`src/rtl/zero_cross_pkg.sv`:
```
// rtl/zero_cross_pkg.sv - shared state encoding and threshold helper for zero-cross period measurement
package zero_cross_pkg;

  typedef enum logic [1:0] {
    ST_INIT = 2'd0,
    ST_LOW  = 2'd1,
    ST_HIGH = 2'd2
  } zc_state_t;

  // Returns {hi, lo}; both comparisons are signed and strict so samples equal to +/-thr stay in the band.
  function automatic logic [1:0] hyst_classify(input logic signed [63:0] x,
                                               input logic signed [63:0] thr);
    return {x > thr, x < -thr};
  endfunction

endpackage

```
`src/rtl/zc_hyst_slicer.sv`:
```
// rtl/zc_hyst_slicer.sv - hysteresis state machine producing a combinational rising-crossing strobe
module zc_hyst_slicer
  import zero_cross_pkg::*;
#(
  parameter int DIN_WIDTH = 24,
  parameter int HYST      = 64
) (
  input  logic                        clk,
  input  logic                        rst,
  input  logic signed [DIN_WIDTH-1:0] din,
  input  logic                        din_valid,
  input  logic                        restart,
  output logic                        rise
);

  zc_state_t          state;
  zc_state_t          next_state;
  logic signed [63:0] din_ext;
  logic signed [63:0] thr;
  logic [1:0]         hl;
  logic               hi;
  logic               lo;

  assign din_ext = {{(64-DIN_WIDTH){din[DIN_WIDTH-1]}}, din};
  assign thr     = 64'(HYST);
  assign hl      = hyst_classify(din_ext, thr);
  assign hi      = hl[1];
  assign lo      = hl[0];

  always_comb begin
    next_state = state;
    case (state)
      ST_INIT: begin
        if (hi)      next_state = ST_HIGH;
        else if (lo) next_state = ST_LOW;
      end
      ST_LOW:  if (hi) next_state = ST_HIGH;
      ST_HIGH: if (lo) next_state = ST_LOW;
      default: next_state = ST_INIT;
    endcase
  end

  // Only a LOW->HIGH move counts as a crossing; leaving INIT never does.
  assign rise = din_valid && (state == ST_LOW) && hi;

  always_ff @(posedge clk) begin
    if (rst) begin
      state <= ST_INIT;
    end else if (restart) begin
      state <= ST_INIT;
    end else if (din_valid) begin
      state <= next_state;
    end
  end

endmodule

```
`src/rtl/get_zero_cross_period.sv`:
```
// rtl/get_zero_cross_period.sv - measures samples between rising zero crossings with signal-lost timeout
module get_zero_cross_period
  import zero_cross_pkg::*;
#(
  parameter int     DIN_WIDTH = 24,
  parameter int     HYST      = 64,
  parameter int     CNT_WIDTH = 32,
  parameter longint TIMEOUT   = 100000
) (
  input  logic                        clk,
  input  logic                        rst,
  input  logic signed [DIN_WIDTH-1:0] din,
  input  logic                        din_valid,
  output logic [CNT_WIDTH-1:0]        period,
  output logic                        period_valid,
  output logic                        sig_lost
);

  localparam logic [CNT_WIDTH-1:0] CNT_LAST = CNT_WIDTH'(TIMEOUT - 1);

  logic                 rise;
  logic                 armed;
  logic [CNT_WIDTH-1:0] cnt;
  logic                 timeout_hit;

  // A crossing on the last allowed sample suppresses the timeout.
  assign timeout_hit = armed && din_valid && !rise && (cnt == CNT_LAST);

  zc_hyst_slicer #(
    .DIN_WIDTH (DIN_WIDTH),
    .HYST      (HYST)
  ) u_slicer (
    .clk       (clk),
    .rst       (rst),
    .din       (din),
    .din_valid (din_valid),
    .restart   (timeout_hit),
    .rise      (rise)
  );

  always_ff @(posedge clk) begin
    if (rst) begin
      armed        <= 1'b0;
      cnt          <= '0;
      period       <= '0;
      period_valid <= 1'b0;
      sig_lost     <= 1'b0;
    end else begin
      period_valid <= 1'b0;
      if (din_valid) begin
        if (rise) begin
          cnt <= '0;
          if (armed) begin
            period       <= cnt + 1'b1;
            period_valid <= 1'b1;
            sig_lost     <= 1'b0;
          end else begin
            armed <= 1'b1;
          end
        end else if (timeout_hit) begin
          sig_lost <= 1'b1;
          armed    <= 1'b0;
          cnt      <= '0;
        end else if (armed) begin
          cnt <= cnt + 1'b1;
        end
      end
    end
  end

endmodule

```
`config.mk`:
```
export PLATFORM = sky130hd
export DESIGN_NAME = get_zero_cross_period
export DESIGN_NICKNAME = d
export VERILOG_FILES = /design/src/rtl/zero_cross_pkg.sv /design/src/rtl/zc_hyst_slicer.sv /design/src/rtl/get_zero_cross_period.sv
export SDC_FILE = /design/constraint.sdc
export NUM_CORES = 1
export LEC_CHECK = 0
export CAP_MARGIN = 10
export CORE_MARGIN = 2
export CORE_UTILIZATION = 45
export DETAILED_ROUTE_END_ITERATION = 10
export MAX_ROUTING_LAYER = met4
export PLACE_DENSITY = 0.7
export SYNTH_ARGS = -nofsm -noshare
export SYNTH_HDL_FRONTEND = slang
export SYNTH_HIERARCHICAL = 1
export SYNTH_SLANG_ARGS = --single-unit
```
`constraint.sdc`:
```
create_clock -name clk -period 3.52 [get_ports clk]
set_input_delay 0.704 -clock clk [delete_from_list [all_inputs] [get_ports clk]]
set_output_delay 0.704 -clock clk [all_outputs]
set_load 0.05 [all_outputs]
```
==> results of run 1 <==
==> logic make-up (layout without fill, tap and decap cells) <==
kind of cell / count (synthesis) / in the layout / synth area share [%]
buffers and inverters: 31 / 93 / 4.853
multiplexers: 2 / 2 / 0.5795
AO/OA/AOI/OAI: 105 / 105 / 19.56
XOR/XNOR: 30 / 30 / 7.606
adder cells (fa/ha/maj): 1 / 1 / 0.3621
AND/OR/NAND/NOR: 162 / 162 / 27.05
flip-flops: 69 / 69 / 39.99
==> stage by stage <==
stage          hold slack [ns]  cells  setup WS (ns)
4_1_cts                 0.4508    561         0.4448
3_3_place_gp            0.4333    545         0.1422
6_report                0.4462    561         0.4273
3_5_place_dp            0.4401    545        0.07813
2_1_floorplan           0.4623    400         0.5299
5_1_grt                 0.4784    561         0.2854
==> layout make-up <==
| type | count | area (um2) |
|---|---|---|
| clock buffer | 10 | 137.6 |
| clock inverter | 6 | 86.33 |
| fill | 648 | 2960 |
| inverter | 5 | 18.77 |
| multi-input combinational | 300 | 1919 |
| sequential | 69 | 1381 |
| tap | 99 | 123.9 |
| timing repair buffer | 72 | 703.2 |
==> where the power goes <==
part	switching (uW)	leakage [uW]	internal (uW)
registers	4.45	0.000556	783
logic	35.2	0.000774	41.6
clock network	305	0.000112	417
==> per-layer routing <==
metal / up-vias / wire, um / share of wire (%) / global-route usage [%]
li1: 1568 / - / - / -
met1: 1433 / 3714 / 48 / 26.69
met3: 10 / 348 / 4.5 / 3.862
met5: - / 0 / 0 / -
met4: 0 / 62 / 0.80 / 7.576
met2: 98 / 3648 / 47 / 30.51
==> worst paths after layout <==
check             cells past startpoint  startpoint    endpoint
hold reg to reg                       2  period[22]  period[22]
setup reg to reg                      6      cnt[0]  period[24]
hold / removal                        2  period[22]  period[22]
setup / recovery                     10      din[0]      cnt[4]
==> flip-flops by register name (all words and copies together), names as in the netlist <==
register        count
armed               1
period             32
sig_lost            1
u_slicer/state      2
period_valid        1
cnt                32
==> cell usage in the layout (no fill, tap or decap), types with 8 or more instances in the layout <==
| master | synthesis | layout |
|---|---|---|
| dfxtp_1 | 69 | 69 |
| clkdlybuf4s50_1 | 0 | 60 |
| nand2_1 | 48 | 48 |
| o21ai_0 | 33 | 33 |
| a31oi_1 | 26 | 25 |
| xnor2_1 | 21 | 21 |
| nand4_1 | 16 | 16 |
| nand3_1 | 15 | 15 |
| nor2_1 | 15 | 15 |
| a21oi_1 | 14 | 14 |
| and3_1 | 12 | 12 |
| a21oi_2 | 12 | 11 |
| buf_4 | 0 | 11 |
| clkbuf_8 | 0 | 10 |
| xor2_1 | 9 | 9 |
| or2b_1 | 9 | 9 |
| nor4_1 | 8 | 8 |
| nand2b_1 | 8 | 8 |
==> Yosys cell counts (5+ instances only) <==
master / count / share of area [%]
a21oi_1: 14 / 2.0
a21oi_2: 12 / 3.0
a31oi_1: 26 / 4.7
and3_1: 12 / 2.2
clkbuf_1: 17 / 1.8
dfxtp_1: 69 / 40
inv_1: 5 / 0.54
nand2_1: 48 / 5.2
nand2b_1: 8 / 1.4
nand3_1: 15 / 2.2
nand4_1: 16 / 2.9
nor2_1: 15 / 1.6
nor4_1: 8 / 1.4
o21ai_0: 33 / 4.8
or2b_1: 9 / 2.0
xnor2_1: 21 / 5.3
xor2_1: 9 / 2.3
==> worst reg2reg max path: stages (launching register included) <==
cell and delay, ns:
dfxtp_1 0.47, ha_1 0.32, nand4_2 0.28, nor4_1 0.80
nand4_1 0.32, xor2_1 0.22, o21ai_0 0.14
==> reports/metrics.cfg, run 1 <==
[sta]
period_share_pct=87.86
tightest_slew_ns=0.8151
max_slew_margin_pct=45.16
slew_violations=0
tns_ns=0
setup_viol=0
skew_ns=0.008301
finalHoldViolCount=0
fmax_mhz=323.3
fin_crit_ns=3.093
rsz0062_at_grt=false

[synth]
syn_area_per_cell_um2=8.636
synth_edf_count=0
ys_ff_latch=69
synthArstFlopShare_pct=0
yosys_warnings=6
synth_cell_type_count=47
synthesis.area_um2=3455
synth_ff_type=dfxtp_1
syn_nets=428
syn_inst=400
yosysSeqAreaShare_pct=39.99

[route]
dr.pass1.iters=5
wl_per_cell_um=13.86
vias=3109
drt_iter0_markers=186
vias_per_cell=5.542
routed_wl_um=7773
drc=0
drtAntennaViolNets=0

[clock_network]
clockBufferDepth=2
htreeDepth=3
cts_tree=built
cts-resized-gates=0
cts_setup_buffers=0
hold_buffers=0
clkSlewWorstSetupHoldPaths_ns=0.08
cts_made_buffers=9
clkSinkCount=69
clk_latency_ns=0.34
cts_root_buffer=clkbuf_8

[power_and_ir_drop]
total_power_uw=1587
p_leak_uw=0.001443
power_density_nw_per_um2=363.0
irDropWorstVdd_v=0.0001581

[grt]
grt_start_max_net_pins=52
track_usage_pct=20.11
antenna_found_initial=0
grt-ovfl-total=0
grt_pass1_wl_um=13360
first_global_vias=2872

[die]
die_height_um=91.62
num_rows=31
die_area_um2=8393
initial_core_util_pct=47.12
coreArea_um2=7331
die_x_um=91.62
io_pins=61

[final_layout]
drive_gt1_share_pct=11.26
final_util_pct=59.62
antenna_cells=0
fin_nets=485
final_cell_area_um2=4370
area_growth_pct=26.51

[setup_path]
cp.buffers_inverters=2
path_max_fanout=51
critPathRequiredTime_ns=3.79
slowest_stage=or4_4
critPathKind=input pin to flip-flop
crit_path_start_kind=input pin
rrSetupSlack_ns=0.89
crit_path_max_incr_delay_ns=0.54
crit_family=simple AND/OR/NAND/NOR gates
endpoint_kind=flip-flop
crit_chain=clkdlybuf4s50_1 > or4_4 > o31ai_4 > a21oi_2 > and3b_1 > or3_1 > a21oi_4 > buf_12 > or2b_1 > a31oi_1
critPathArrivalTime_ns=3.37

[run_status]
outcome=complete, no violations

[flow_run]
maxCapViolations=0

[placed_design]
dpl-instance-area_um2=4146
routabilityCongestion=0.8834
hpwl_um=5592
port_buffers=60

[min_path]
hold_class=flip-flop to flip-flop

No activity file was read; power rests on OpenSTA's default activity.
==> inputs of run 2 (changes only) <==
--- a/config.mk
+++ b/config.mk
@@ -11,6 +11,8 @@
 export DETAILED_ROUTE_END_ITERATION = 10
 export MAX_ROUTING_LAYER = met4
 export PLACE_DENSITY = 0.7
+export SKIP_LAST_GASP = 1
+export SLEW_MARGIN = 20
 export SYNTH_ARGS = -nofsm -noshare
 export SYNTH_HDL_FRONTEND = slang
 export SYNTH_HIERARCHICAL = 1
==> results of run 2 <==
The final DEF is identical to that of run 1; final timing and power are the same.
==> inputs of run 3 (changes only) <==
--- a/config.mk
+++ b/config.mk
@@ -9,8 +9,8 @@
 export CORE_MARGIN = 2
 export CORE_UTILIZATION = 45
 export DETAILED_ROUTE_END_ITERATION = 10
+export DONT_BUFFER_PORTS = 1
 export MAX_ROUTING_LAYER = met4
-export PLACE_DENSITY = 0.7
 export SKIP_LAST_GASP = 1
 export SLEW_MARGIN = 20
 export SYNTH_ARGS = -nofsm -noshare
==> reports/metrics.cfg, run 3 (synthesis gave the netlist of run 1 again) <==
[run_status]
outcome=complete, no violations

[clock_network]
clkSlewWorstSetupHoldPaths_ns=0.08  ; about the same
clockBufferDepth=2  ; unchanged
cts_tree=built
hold_buffers=0  ; unchanged
clkSinkCount=69  ; unchanged
htreeDepth=3  ; unchanged
cts_made_buffers=9  ; unchanged
cts_setup_buffers=0  ; unchanged
cts-resized-gates=0  ; unchanged
clk_latency_ns=0.34  ; about the same
cts_root_buffer=clkbuf_8

[final_layout]
fin_nets=422  ; -13%
fill_cells=689  ; +6.3%
final_cells=498  ; -11%
layout_common_cells=dfxtp_1 (69), nand2_1 (48), o21ai_0 (33), a31oi_1 (25), xnor2_1 (21)
antenna_cells=0  ; unchanged
top_regs=cnt x32, period x32, u_slicer/state x2
drive_gt1_share_pct=12.03  ; +0.77 points
mostFrequentLayoutCell=dfxtp_1
area_growth_pct=7.533
final_util_pct=50.67  ; -8.9 points

[route]
drc=0  ; unchanged
vias=2871  ; -7.7%
drt_iter0_markers=123  ; -34%
routed_wl_um=7671  ; -1.3%
vias_per_cell=5.765  ; +4.0%
wl_per_cell_um=15.40  ; +11%
drtAntennaViolNets=0  ; unchanged
dr.pass1.iters=4  ; -1

[setup_path]
path_max_fanout=55  ; +7.8%
crit_family=simple AND/OR/NAND/NOR gates
rrSetupSlack_ns=1.13  ; +0.24 ns
critPathArrivalTime_ns=3.05  ; -0.32 ns
reg2reg_depth=6  ; unchanged
r2r_start=cnt[0]
crit_chain=or4_4 > o31ai_4 > a21oi_2 > and3b_1 > or3_1 > a21oi_4 > buf_12 > or2b_1 > a31oi_1
crit_path_max_incr_delay_ns=0.52  ; -0.02 ns
endpoint_kind=flip-flop
critPathRequiredTime_ns=3.79  ; about the same
slowest_stage=or4_4
cp.buffers_inverters=1  ; -1
crit_path_start_kind=input pin
critPathKind=input pin to flip-flop
reg2reg_to=period[28]

[die]
die_x_um=91.62  ; unchanged
coreArea_um2=7331  ; unchanged
die_area_um2=8393  ; unchanged
die_height_um=91.62  ; unchanged
initial_core_util_pct=47.12  ; unchanged
num_rows=31  ; unchanged
io_pins=61  ; unchanged

[grt]
grt_start_max_net_pins=56  ; +7.7%
track_usage_pct=19.16  ; -0.95 points
first_global_vias=2716  ; -5.4%
antenna_found_initial=0  ; unchanged
grt_pass1_wl_um=12810  ; -4.1%
grt-ovfl-total=0  ; unchanged

[power_and_ir_drop]
power_density_nw_per_um2=390.3  ; +7.5%
irDropWorstVdd_v=0.0001478  ; -6.5%
p_leak_uw=0.001191  ; -17%

[sta]
fin_crit_ns=2.779  ; -0.3133 ns
tightest_slew_ns=0.6058  ; -0.2093 ns
setup_viol=0  ; unchanged
period_share_pct=78.96  ; -8.9 points
max_slew_margin_pct=59.24  ; +14 points
tns_ns=0  ; unchanged
hold_ws_ns=0.4276  ; -0.01853 ns
slew_violations=0  ; unchanged
skew_ns=0.009184  ; +0.0008831 ns
fmax_mhz=359.8  ; +11%
finalHoldViolCount=0  ; unchanged
rsz0062_at_grt=false

[placed_design]
port_buffers=0  ; -100%
routabilityCongestion=0.8968  ; +1.5%
dp.cells=482  ; -12%
hpwl_um=5402  ; -3.4%

[min_path]
whs_endpoint=cnt[1]
hp-start=rst
hold_class=input pin to flip-flop
whs_path_depth=1  ; -1

[flow_run]
maxCapViolations=0  ; unchanged

run 3: cell count changes in the layout (fill, tap and decap cells not counted):
cell             change
buf_4                -3
bufinv_16            -1
clkbuf_1             +1
clkbuf_8             -1
clkdlybuf4s50_1     -60
clkinvlp_4           +1
run 3: metal layers:
metal / global-route usage (%) / part of all wire [%] / vias to the layer above
met3: 4.848 / 5.0 / 6
met2: 30.33 / 47 / 78
li1: - / - / 1443
met1: 23.78 / 47 / 1344
met5: - / 0 / -
met4: 6.818 / 0.72 / 0
run 3: worst max-delay path by stage:
stage / depth (start not counted) / end / startpoint / slack (ns)
4_1_cts: 9 / cnt[19] / din[0] / 0.77
2_1_floorplan: 9 / cnt[19] / din[0] / 0.53
6_report: 9 / cnt[19] / din[0] / 0.74
5_1_grt: 9 / cnt[13] / din[0] / 0.64
3_3_place_gp: 9 / cnt[21] / din[0] / 0.45
3_5_place_dp: 9 / cnt[19] / din[0] / 0.40
run 3: area by class of cell:
cell class	instances	area [um2]	share of cell area (%)
well taps	99	123.9	3.334
flip-flops and latches	69	1381	37.18
repair buffers	9	80.08	2.156
clock buffers	10	127.6	3.435
inverters	5	18.77	0.5052
clock inverters	6	63.81	1.718
multi-input cells	300	1919	51.67
run 3: stage by stage:
step / setup slack (ns) / power [uW] / cell area [um2]
after floorplan: 0.5299 / 834.8 / 3455
after global placement: 0.4505 / 843.1 / 3523
after detailed placement: 0.4015 / 844.2 / 3523
after CTS: 0.7684 / 1468 / 3715
after global routing: 0.6419 / 1510 / 3715
final: 0.7406 / 1450 / 3715
run 3: power by group:
group	leakage [uW]	switching, uW	internal, uW
clock network	0.0000923	298	326
logic	0.000543	23.7	14.6
registers	0.000556	4.44	783
